### config.mk
export PLATFORM = sky130hd
export DESIGN_NAME = pipe_stage_ctx
export DESIGN_NICKNAME = d
export VERILOG_FILES = /design/src/rtl/pipe_stage_ctx.sv
export SDC_FILE = /design/constraint.sdc
export NUM_CORES = 1
export LEC_CHECK = 0
export BUFFER_PORTS_ARGS = -buffer_cell sky130_fd_sc_hd__buf_2
export CAP_MARGIN = 20
export CORE_MARGIN = 5
export CORE_UTILIZATION = 35
export CTS_BUF_LIST = sky130_fd_sc_hd__clkbuf_4 sky130_fd_sc_hd__clkbuf_8
export DETAILED_ROUTE_END_ITERATION = 12
export GPL_ROUTABILITY_DRIVEN = 0
export PLACE_DENSITY = 0.68
export SETUP_SLACK_MARGIN = 0.1
export SYNTH_ARGS = -nofsm -noshare
export SYNTH_HDL_FRONTEND = slang
export SYNTH_SLANG_ARGS = --single-unit
### constraint.sdc
create_clock -name clk -period 2.6 [get_ports clk]
set_clock_uncertainty 0.1 [all_clocks]
set_input_delay 0.78 -clock clk [delete_from_list [all_inputs] [get_ports clk]]
set_output_delay 0.78 -clock clk [all_outputs]
set_load 0.01 [all_outputs]
### src/rtl/pipe_stage_ctx.sv
// Pipeline-boundary register {valid, bundle} with stall, flush, bubble insertion
// and a small stack that saves and restores stage contents across nested interrupts.
module pipe_stage_ctx #(
   parameter int WIDTH = 143,
   parameter int CTX_DEPTH = 2,
   localparam int LW = $clog2(CTX_DEPTH + 1)
) (
   input  logic             clk,
   input  logic             reset,
   input  logic             in_valid,
   input  logic [WIDTH-1:0] in_data,
   input  logic             stall,
   input  logic             flush,
   input  logic             int_save,
   input  logic             int_restore,
   input  logic             clr_err,
   output logic             out_valid,
   output logic [WIDTH-1:0] out_data,
   output logic [LW-1:0]    ctx_level,
   output logic             ctx_overflow,
   output logic             ctx_underflow
);

   localparam int IW = (CTX_DEPTH > 1) ? $clog2(CTX_DEPTH) : 1;
   localparam logic [LW-1:0] FULL = LW'(CTX_DEPTH);

   logic             v;
   logic             v_nxt;
   logic [WIDTH-1:0] d;
   logic [WIDTH-1:0] d_nxt;
   logic [LW-1:0]    lvl;
   logic [LW-1:0]    lvl_nxt;
   logic             ovf;
   logic             ovf_nxt;
   logic             unf;
   logic             unf_nxt;
   logic             set_ovf;
   logic             set_unf;
   logic             push;
   logic [IW-1:0]    push_idx;
   logic [IW-1:0]    pop_idx;

   logic             stk_v [CTX_DEPTH];
   logic [WIDTH-1:0] stk_d [CTX_DEPTH];

   assign push_idx = IW'(lvl);
   assign pop_idx  = IW'(lvl - 1'b1);

   // Priority chain: save > restore > flush > stall > load.
   // Every path that clears v also clears d, so popped entries keep that invariant too.
   always_comb begin
      v_nxt   = v;
      d_nxt   = d;
      lvl_nxt = lvl;
      push    = 1'b0;
      set_ovf = 1'b0;
      set_unf = 1'b0;
      if (int_save) begin
         v_nxt = 1'b0;
         d_nxt = '0;
         if (lvl != FULL) begin
            push    = 1'b1;
            lvl_nxt = lvl + 1'b1;
         end else begin
            set_ovf = 1'b1;
         end
      end else if (int_restore) begin
         if (lvl != '0) begin
            v_nxt   = stk_v[pop_idx];
            d_nxt   = stk_d[pop_idx];
            lvl_nxt = lvl - 1'b1;
         end else begin
            v_nxt   = 1'b0;
            d_nxt   = '0;
            set_unf = 1'b1;
         end
      end else if (flush) begin
         v_nxt = 1'b0;
         d_nxt = '0;
      end else if (!stall) begin
         v_nxt = in_valid;
         d_nxt = in_valid ? in_data : '0;
      end
      ovf_nxt = set_ovf | (ovf & ~clr_err);
      unf_nxt = set_unf | (unf & ~clr_err);
   end

   always_ff @(posedge clk or negedge reset) begin
      if (!reset) begin
         v   <= 1'b0;
         d   <= '0;
         lvl <= '0;
         ovf <= 1'b0;
         unf <= 1'b0;
      end else begin
         v   <= v_nxt;
         d   <= d_nxt;
         lvl <= lvl_nxt;
         ovf <= ovf_nxt;
         unf <= unf_nxt;
      end
   end

   // Stack entries change only on a push; the live stage is captured before it is squashed.
   always_ff @(posedge clk or negedge reset) begin
      if (!reset) begin
         for (int i = 0; i < CTX_DEPTH; i++) begin
            stk_v[i] <= 1'b0;
            stk_d[i] <= '0;
         end
      end else if (push) begin
         stk_v[push_idx] <= v;
         stk_d[push_idx] <= d;
      end
   end

   assign out_valid     = v & ~int_save;
   assign out_data      = int_save ? '0 : d;
   assign ctx_level     = lvl;
   assign ctx_overflow  = ovf;
   assign ctx_underflow = unf;

endmodule

==> results of run 1 <==
-- power by group --
group	leakage (uW)	switching [uW]	internal [uW]
Sequential	0.00605	357	7380
Clock	0.000890	2860	3880
Combinational	0.00520	2250	2010
-- per-layer routing --
| metal | wire length, um | GRT usage |
|---|---|---|
| met1 | 22500 | 0.222 |
| met2 | 22900 | 0.263 |
| met3 | 2980 | 0.0455 |
| met4 | 837 | 0.0421 |
| met5 | 70 | 0 |
-- path summary, 6_finish.rpt --
kind	endpoint	start	depth (start not counted)	slack, ns
hold reg to reg	stk_d[8]	stk_d[8]	1	0.40
max in group asynchronous	stk_d[85]	reset	3	0.99
setup / recovery	out_data[90]	int_save	4	0.17
setup reg to reg	stk_d[235]	ctx_level[0]	6	0.35
hold / removal	d[95]	in_data[95]	2	0.25
min in group asynchronous	stk_d[96]	reset	2	0.58
-- through the flow --
| step | power, uW | std cells | utilization |
|---|---|---|---|
| 2_1_floorplan | 10600 | 1439 | - |
| 3_3_place_gp | 11900 | 2382 | 0.398 |
| 3_5_place_dp | 12000 | 2382 | 0.398 |
| 4_1_cts | 19000 | 2524 | 0.431 |
| 5_1_grt | 19700 | 2526 | 0.431 |
| 6_report | 18700 | 2527 | 0.431 |
-- logic make-up after synthesis --
kind of cell | count (synthesis) | share of synthesized area
adders and majority gates | 3 | 0.00195
and+or+nand+nor | 302 | 0.0794
buffers and inverters | 114 | 0.0316
AOI/OAI and AO/OA | 149 | 0.0760
DFF | 436 | 0.566
muxes | 434 | 0.244
xor gates and xnor gates | 1 | 0.000455
-- registers in the layout, summed over array words and instances, names as in the netlist --
register and flops:
stk_d 286, ctx_level 2, ctx_underflow 1, ctx_overflow 1, stk_v 2, v 1, d 143
-- what timing repair did --
| item | CTS | global route |
|---|---|---|
| endpoints found under the setup margin | 1 | 0 |
| gates resized for setup | 1 | 0 |
| setup buffers | 2 | 0 |
| hold endpoints to repair | 32 | 0 |
| hold buffers | 1 | 0 |
-- cell usage in the layout (no fill, tap or decap), types with 2 or more instances in the layout --
master and instances:
nand3b_1 2, clkbuf_4 28, inv_8 3, diode_2 3, clkinv_2 6, mux2i_1 143
bufbuf_16 2, buf_2 296, ha_1 3, nand2_1 2, dfrtp_1 435, a221o_1 143
mux2_2 291, clkinv_8 2, bufinv_16 2, nor2_4 2, inv_6 2, buf_12 27
buf_4 25, inv_1 4, nand2b_1 2, nor2_1 146, o21ai_0 5, nor2b_1 144
clkbuf_8 93
-- area by class of cell --
cell class / instances / area, um2 / share of cell area
clock buffer: 121 / 1490 / 0.0632
antenna: 3 / 7.51 / 0.000318
sequential: 436 / 10900 / 0.463
inverter: 4 / 15.0 / 0.000636
tap: 704 / 881 / 0.0373
multi-input combinational: 889 / 7770 / 0.329
clock inverter: 16 / 181 / 0.00769
timing repair buffer: 354 / 2340 / 0.0991
==> impl_metrics.ini, run 1 <==
[run_status]
status = complete, no violations

[placed_design]
post_dp_cell_area_um2 = 21800
hpwl_mm = 30.0
pre_cts_slack_ns = 0.155
portBuffers = 298

[cts]
cts_tree = yes
clock-sinks = 436
clockBufferDepth = 3
clkLatencyLatePin_ns = 0.66
path_clk_slew_ns = 0.06
ctsRootBufferMaster = clkbuf_8
numCtsBuffers = 77
htree_levels = 3

[drt]
routed_wl_mm = 49.3
drt_iter0_markers = 580
vias_per_cell = 5.15
drtAntennaViolNets = 0
num_vias = 13000
routedWlPerCell_um = 19.5
dr.pass1.iters = 5
drc = 0

[setup_path]
endpoint_kind = primary output
slowest_stage = nor2b_1
cp.required_ns = 1.72
crit_type = primary input to primary output
worstPathBufferInverterCount = 3
crit_fanout = 36
cp.arrival_ns = 1.55
crit_chain = buf_6 -> buf_12 -> nor2b_1 -> buf_2
cp_slowest_stage_delay_ns = 0.23
setup.worst_path.start_class = primary input
path_delay_family = buffers and inverters

[sta]
setup_tns_ns = 0
slew_violations = 0
setup-violations-final = 0
layout_setup_ws_ns = 0.170
fmax_mhz = 412
worst-slew-pin-transition_ns = 0.804
rsz0062_at_grt = no
fin_crit_sh = 0.935
hold_violations = 0
hold_slack_ns = 0.250
relSlewSlack = 0.464
fin_crit_ns = 2.43

[cells_and_area]
n_fill_cell = 4958
drive_above_1_share = 0.432
syn_to_final_growth_pct = 22.5
fin_nets = 1916
final_area_um2 = 23600

[yosys]
syn_nets = 1593
avgSynthCellArea_um2 = 13.4
synth-seq-cells = 436
synth_area_leaders = dfrtp_1, mux2_2, a221o_1
synthCells = 1439
synthTopCellsByCount = dfrtp_1, mux2_2, nor2_1
synth-edff-count = 0
ys_types = 23
post-synth-top-count-cell = dfrtp_1
yosysTopAreaCell = dfrtp_1
synth-seq-area-share = 0.566
async_flop_share = 1.00
yosysWarnings = 0
synthFlopType = dfrtp_1
syn_area_um2 = 19300
yosys.area.top_type_share = 0.566

[floorplan]
fp-row-count = 86
die_h_um = 245
top_level_ports = 299
die_area_um2 = 59800
start_util = 0.352
die_w_um = 245
core_um2 = 54800

[pwr]
peakVddDrop_mv = 0.522
leakage_uw = 0.0121
powerDensity_nw_per_um2 = 794

[global_routing]
grt_remaining_overflow = 0
grt_start_max_net_pins = 77
grt_pass1_wl_mm = 79.2
antenna_found_initial = 7
grt_use_total = 0.164
grt_pass1_vias = 14300

[flow_run]
cap_violations = 0

[min_path]
hp-class = primary input to register
Note: power is estimated with default switching activity, not from simulation.
==> run 2: changes to the inputs <==
- ABC_AREA: not set -> 1
- PLACE_DENSITY: 0.68 -> 0.67
==> run 2 against run 1 <==
Maximum frequency increased by 0.58%. Cell area increased by 13%. Sequential power increased by 31%. Synthesized cell count increased by 130%. Global-route usage increased by 2.3 points. Cell count increased by 75%. Combinational power increased by 110%. Setup slack improved by 0.014 ns. Critical path type unchanged.
==> impl_metrics.ini, run 2 <==
[drt]
dr.pass1.iters = 6
num_vias = 20900
drt_iter0_markers = 1616
drtAntennaViolNets = 0
drc = 0
vias_per_cell = 4.74
routedWlPerCell_um = 15.2
routed_wl_mm = 67.2

[floorplan]
fp-row-count = 93
start_util = 0.352
top_level_ports = 299
die_h_um = 264
die_w_um = 264
core_um2 = 64200
die_area_um2 = 69700

[pwr]
comb_power_share = 0.346
powerDensity_nw_per_um2 = 987
clockPowerShare = 0.270
switching_share = 0.384
p_sw_uw = 10100
pwr-share-seq = 0.384
peakVddDrop_mv = 0.725
internal-power_uw = 16300
leakage_uw = 0.0140

[sta]
worst-slew-pin-transition_ns = 0.888
rsz0062_at_grt = no
setup_tns_ns = 0
setup-violations-final = 0
slew_violations = 0
fin_crit_ns = 2.42
hold_violations = 0
fmax_mhz = 414
relSlewSlack = 0.408
fin_crit_sh = 0.929

[cells_and_area]
mostFrequentLayoutCell = nand2_1
fin_util = 0.416
fin_nets = 3644
top_regs = stk_d: 286 flops, d: 143 flops
drive_above_1_share = 0.144
n_fill_cell = 6803
syn_to_final_growth_pct = 18.4
largest_reg_flops = 286
layout.cells.most_common_list = nand2_1, nor2_1, dfrtp_1
top_register = stk_d

[yosys]
synthCells = 3288
synth-seq-cells = 436
synthFlopType = dfrtp_1
synth_area_leaders = dfrtp_1, nand2_1, nor2_1
yosys.area.top_type_share = 0.483
synth-edff-count = 0
ys_types = 21
post-synth-top-count-cell = nand2_1
synthTopCellsByCount = nand2_1, nor2_1, dfrtp_1
avgSynthCellArea_um2 = 6.87
syn_area_um2 = 22600
yosysWarnings = 0
async_flop_share = 1.00
yosysTopAreaCell = dfrtp_1
syn_nets = 3442
synth-seq-area-share = 0.483

[setup_path]
endpoint_kind = primary output
crit_fanout = 74
setup.worst_path.start_class = primary input
slowest_stage = buf_12
cp.required_ns = 1.72
crit_chain = buf_6 -> buf_12 -> nor2_1 -> buf_2
cp.arrival_ns = 1.54
crit_type = primary input to primary output
cp_slowest_stage_delay_ns = 0.26

[cts]
numCtsBuffers = 81
cts_tree = yes
cts_setup_buffers = 0
clock-sinks = 436
clkLatencyLatePin_ns = 0.63
htree_levels = 3
path_clk_slew_ns = 0.06
clockBufferDepth = 3
ctsRootBufferMaster = clkbuf_8

[run_status]
status = complete, no violations

[flow_run]
cap_violations = 0

[placed_design]
hpwl_mm = 40.3
portBuffers = 298

[global_routing]
grt_use_total = 0.187
antenna_found_initial = 4
grt_pass1_vias = 19800
grt_remaining_overflow = 0
grt_pass1_wl_mm = 108
grt_start_max_net_pins = 112

[min_path]
hp-class = primary input to register
==> run 2: cell types whose count changed in the layout (fill, tap and decap cells not counted), moves of 143 or more <==
cell     previous run  this run
nand2_1             2      1011
nor2_1            146       718
o21ai_1             0       429
mux2_2            291         0
inv_1               4       292
nand3_1             0       144
nor2b_1           144         0
a221o_1           143         0
mux2i_1           143         0
==> run 2: per-stage QoR <==
stage	cell area (um2)	instances	power [uW]	setup WS [ns]	hold WS [ns]
floorplan	22600	3288	16800	0.0435	0.353
global placement	25000	4261	19200	0.250	0.368
detailed placement	25000	4261	19400	0.202	0.378
CTS	26700	4408	26700	0.182	0.160
global route	26700	4410	28600	0.147	0.190
finish	26700	4410	26400	0.184	0.239
==> run 2: metal layers <==
layer	routed length, um	GRT usage	part of all wire	vias up
met2	28900	0.285	0.43	623
met5	27	0	0.00040	-
met1	32200	0.271	0.48	9722
li1	-	-	-	10400
met3	4710	0.0432	0.070	100
met4	1380	0.0452	0.021	4
==> run 2: kinds of logic (layout without fill, tap and decap cells) <==
kind of cell / after synthesis / in the layout / share of synthesized area
simple gates: 1878 / 1878 / 0.322
compound gates: 437 / 437 / 0.0969
fa+ha+maj: 3 / 3 / 0.00166
xor+xnor: 2 / 2 / 0.000776
flops: 436 / 436 / 0.483
buf+inv: 532 / 797 / 0.0957
other cells: 0 / 2 / 0
==> run 2: cell type report <==
type                       instances  area, um2  area share
inverter                         297       1120      0.0418
antenna                            2       5.00    0.000187
timing repair buffer             354       2330      0.0872
multi-input combinational       2320       9540       0.357
sequential                       436      10900       0.408
clock inverter                    12        108     0.00402
clock buffer                     134       1660      0.0619
tap                              855       1070      0.0400
==> run 2: path summary, 6_finish.rpt <==
path | from | endpoint | slack, ns | cells after the start
min in group asynchronous | reset | d[47] | 0.58 | 2
max reg2reg | ctx_level[0] | d[64] | 0.56 | 8
max | int_save | out_data[81] | 0.18 | 4
max in group asynchronous | reset | stk_d[158] | 1.05 | 3
min reg2reg | stk_d[244] | stk_d[244] | 0.39 | 2
min | clr_err | ctx_overflow | 0.24 | 2
==> run 2: worst max-delay path: cells and delay by family <==
family                 cells  cell delay [ns]
buffers and inverters      3             0.55
AND/OR/NAND/NOR            1             0.10
==> run 2: power by group through the flow <==
| stage | sequential, uW | combinational [uW] | clock, uW |
|---|---|---|---|
| 2_1_floorplan | 9970 | 6830 | 0 |
| 3_3_place_gp | 10200 | 9030 | 0 |
| 3_5_place_dp | 10200 | 9170 | 0 |
| 4_1_cts | 10100 | 9210 | 7380 |
| 5_1_grt | 10400 | 10500 | 7700 |
| 6_report | 10100 | 9130 | 7130 |
==> run 2: timing repair <==
item,in CTS,in global routing
gates resized for setup,0,0
hold buffers,1,0
endpoints found under the hold margin,23,0
==> run 3: changes to the inputs <==
- CORE_ASPECT_RATIO: not set -> 2
- SLEW_MARGIN: not set -> 20
==> run 3 against run 2 <==
Sequential power hardly changed. Register-to-register slack better by 0.02 ns. Count of clock-buffer cells in the layout is 30 lower. Clock power is 12% lower. Maximum frequency is 1.0% lower. Global-route usage is 0.89 points higher. Sequential cell count stayed put. Sequential share of layout area is 0.15 points higher. Non-clock buffer count is 21 higher. Largest power group unchanged.
==> impl_metrics.ini, run 3 (synthesis gave the netlist of run 2 again) <==
[setup_path]
cp.arrival_ns = 1.56
slowest_stage = buf_4
crit_chain = buf_6 -> buf_4 -> nor2_1 -> buf_2
r2r.worst_path.cells = 6
path_depth = 4
path_delay_family = buffers and inverters
r2r_start = ctx_level[0]
setup.worst_path.start_class = primary input
endpoint_kind = primary output
worstPathBufferInverterCount = 3
crit_fanout = 21
rr_endpoint = d[39]
cp_slowest_stage_delay_ns = 0.29
crit_type = primary input to primary output
cp.required_ns = 1.72
reg2reg_slack_ns = 0.58

[floorplan]
fp-row-count = 131
die_h_um = 369
die_w_um = 190
top_level_ports = 299
start_util = 0.353
die_area_um2 = 70000
core_um2 = 63900

[cts]
cts_setup_buffers = 0
path_clk_slew_ns = 0.07
numCtsBuffers = 69
clockBufferDepth = 3
cts_hold_buffers = 1
post_cts_resized = 0
clock-sinks = 436
htree_levels = 3
clkLatencyLatePin_ns = 0.64
ctsRootBufferMaster = clkbuf_8
cts_tree = yes

[sta]
fin_crit_sh = 0.939
setup-violations-final = 0
fin_crit_ns = 2.44
setup_tns_ns = 0
rsz0062_at_grt = no
relSlewSlack = 0.312
hold_violations = 0
worst-slew-pin-transition_ns = 1.03
slew_violations = 0
fmax_mhz = 410

[drt]
num_vias = 21200
drtAntennaViolNets = 0
drc = 0
routed_wl_mm = 69.6
vias_per_cell = 4.88
dr.pass1.iters = 5
drt_iter0_markers = 1220
routedWlPerCell_um = 16.0

[placed_design]
portBuffers = 298
hpwl_mm = 45.6

[min_path]
min_to = ctx_underflow
holdPathStages = 2
min_from = clr_err
hp-class = primary input to register

[cells_and_area]
drive_above_1_share = 0.141
largest_reg_flops = 286
fin_nets = 3653
syn_to_final_growth_pct = 18.0
layout.cells.most_common_list = nand2_1, nor2_1, dfrtp_1
top_regs = stk_d: 286 flops, d: 143 flops
top_register = stk_d
mostFrequentLayoutCell = nand2_1

[global_routing]
antenna_found_initial = 6
grt_remaining_overflow = 0
grt_pass1_wl_mm = 112
grt_pass1_vias = 20500
grt_start_max_net_pins = 211
grt_use_total = 0.196

[pwr]
p_total_uw = 25800
peakVddDrop_mv = 0.956
powerDensity_nw_per_um2 = 970
leakage_uw = 0.0139

[run_status]
status = complete, no violations

[flow_run]
cap_violations = 0
run 3: worst max-delay path by stage:
stage	slack [ns]	start	endpoint
floorplan	0.04	int_save	out_data[10]
global placement	0.19	int_save	out_data[32]
detailed placement	0.16	int_save	out_data[44]
CTS	0.16	int_save	out_data[44]
global route	0.11	int_save	out_data[32]
finish	0.16	int_save	out_data[44]
run 3: where the power goes:
group	internal [uW]	switching (uW)	total [uW]
combinational	3340	6100	9440
sequential	9000	1150	10100
clock	3380	2870	6250
total	15700	10100	25800
run 3: through the flow:
step	instances	util	area [um2]	setup WS, ns	hold slack (ns)
5_1_grt	4344	0.417	26700	0.114	0.231
3_3_place_gp	4225	0.394	25200	0.191	0.368
3_5_place_dp	4225	0.394	25200	0.160	0.373
6_report	4345	0.417	26700	0.159	0.267
2_1_floorplan	3288	-	22600	0.0435	0.353
4_1_cts	4341	0.417	26600	0.160	0.205
run 3: area by class of cell:
type | instances | area, um2
diodes | 4 | 10.0
clock buffers | 104 | 1330
clock inverters | 11 | 114
fillers | 6675 | 37300
inverters | 297 | 1120
multi-input cells | 2320 | 9540
flip-flops and latches | 436 | 10900
well taps | 798 | 998
repair buffers | 375 | 2620
run 3: per-layer routing:
layer  up-vias  share of wire  GRT usage
met3       120          0.065     0.0381
met2       675           0.48      0.333
li1      10400              -          -
met4         4          0.030     0.0717
met1      9956           0.42      0.248
met5         -        0.00040          0
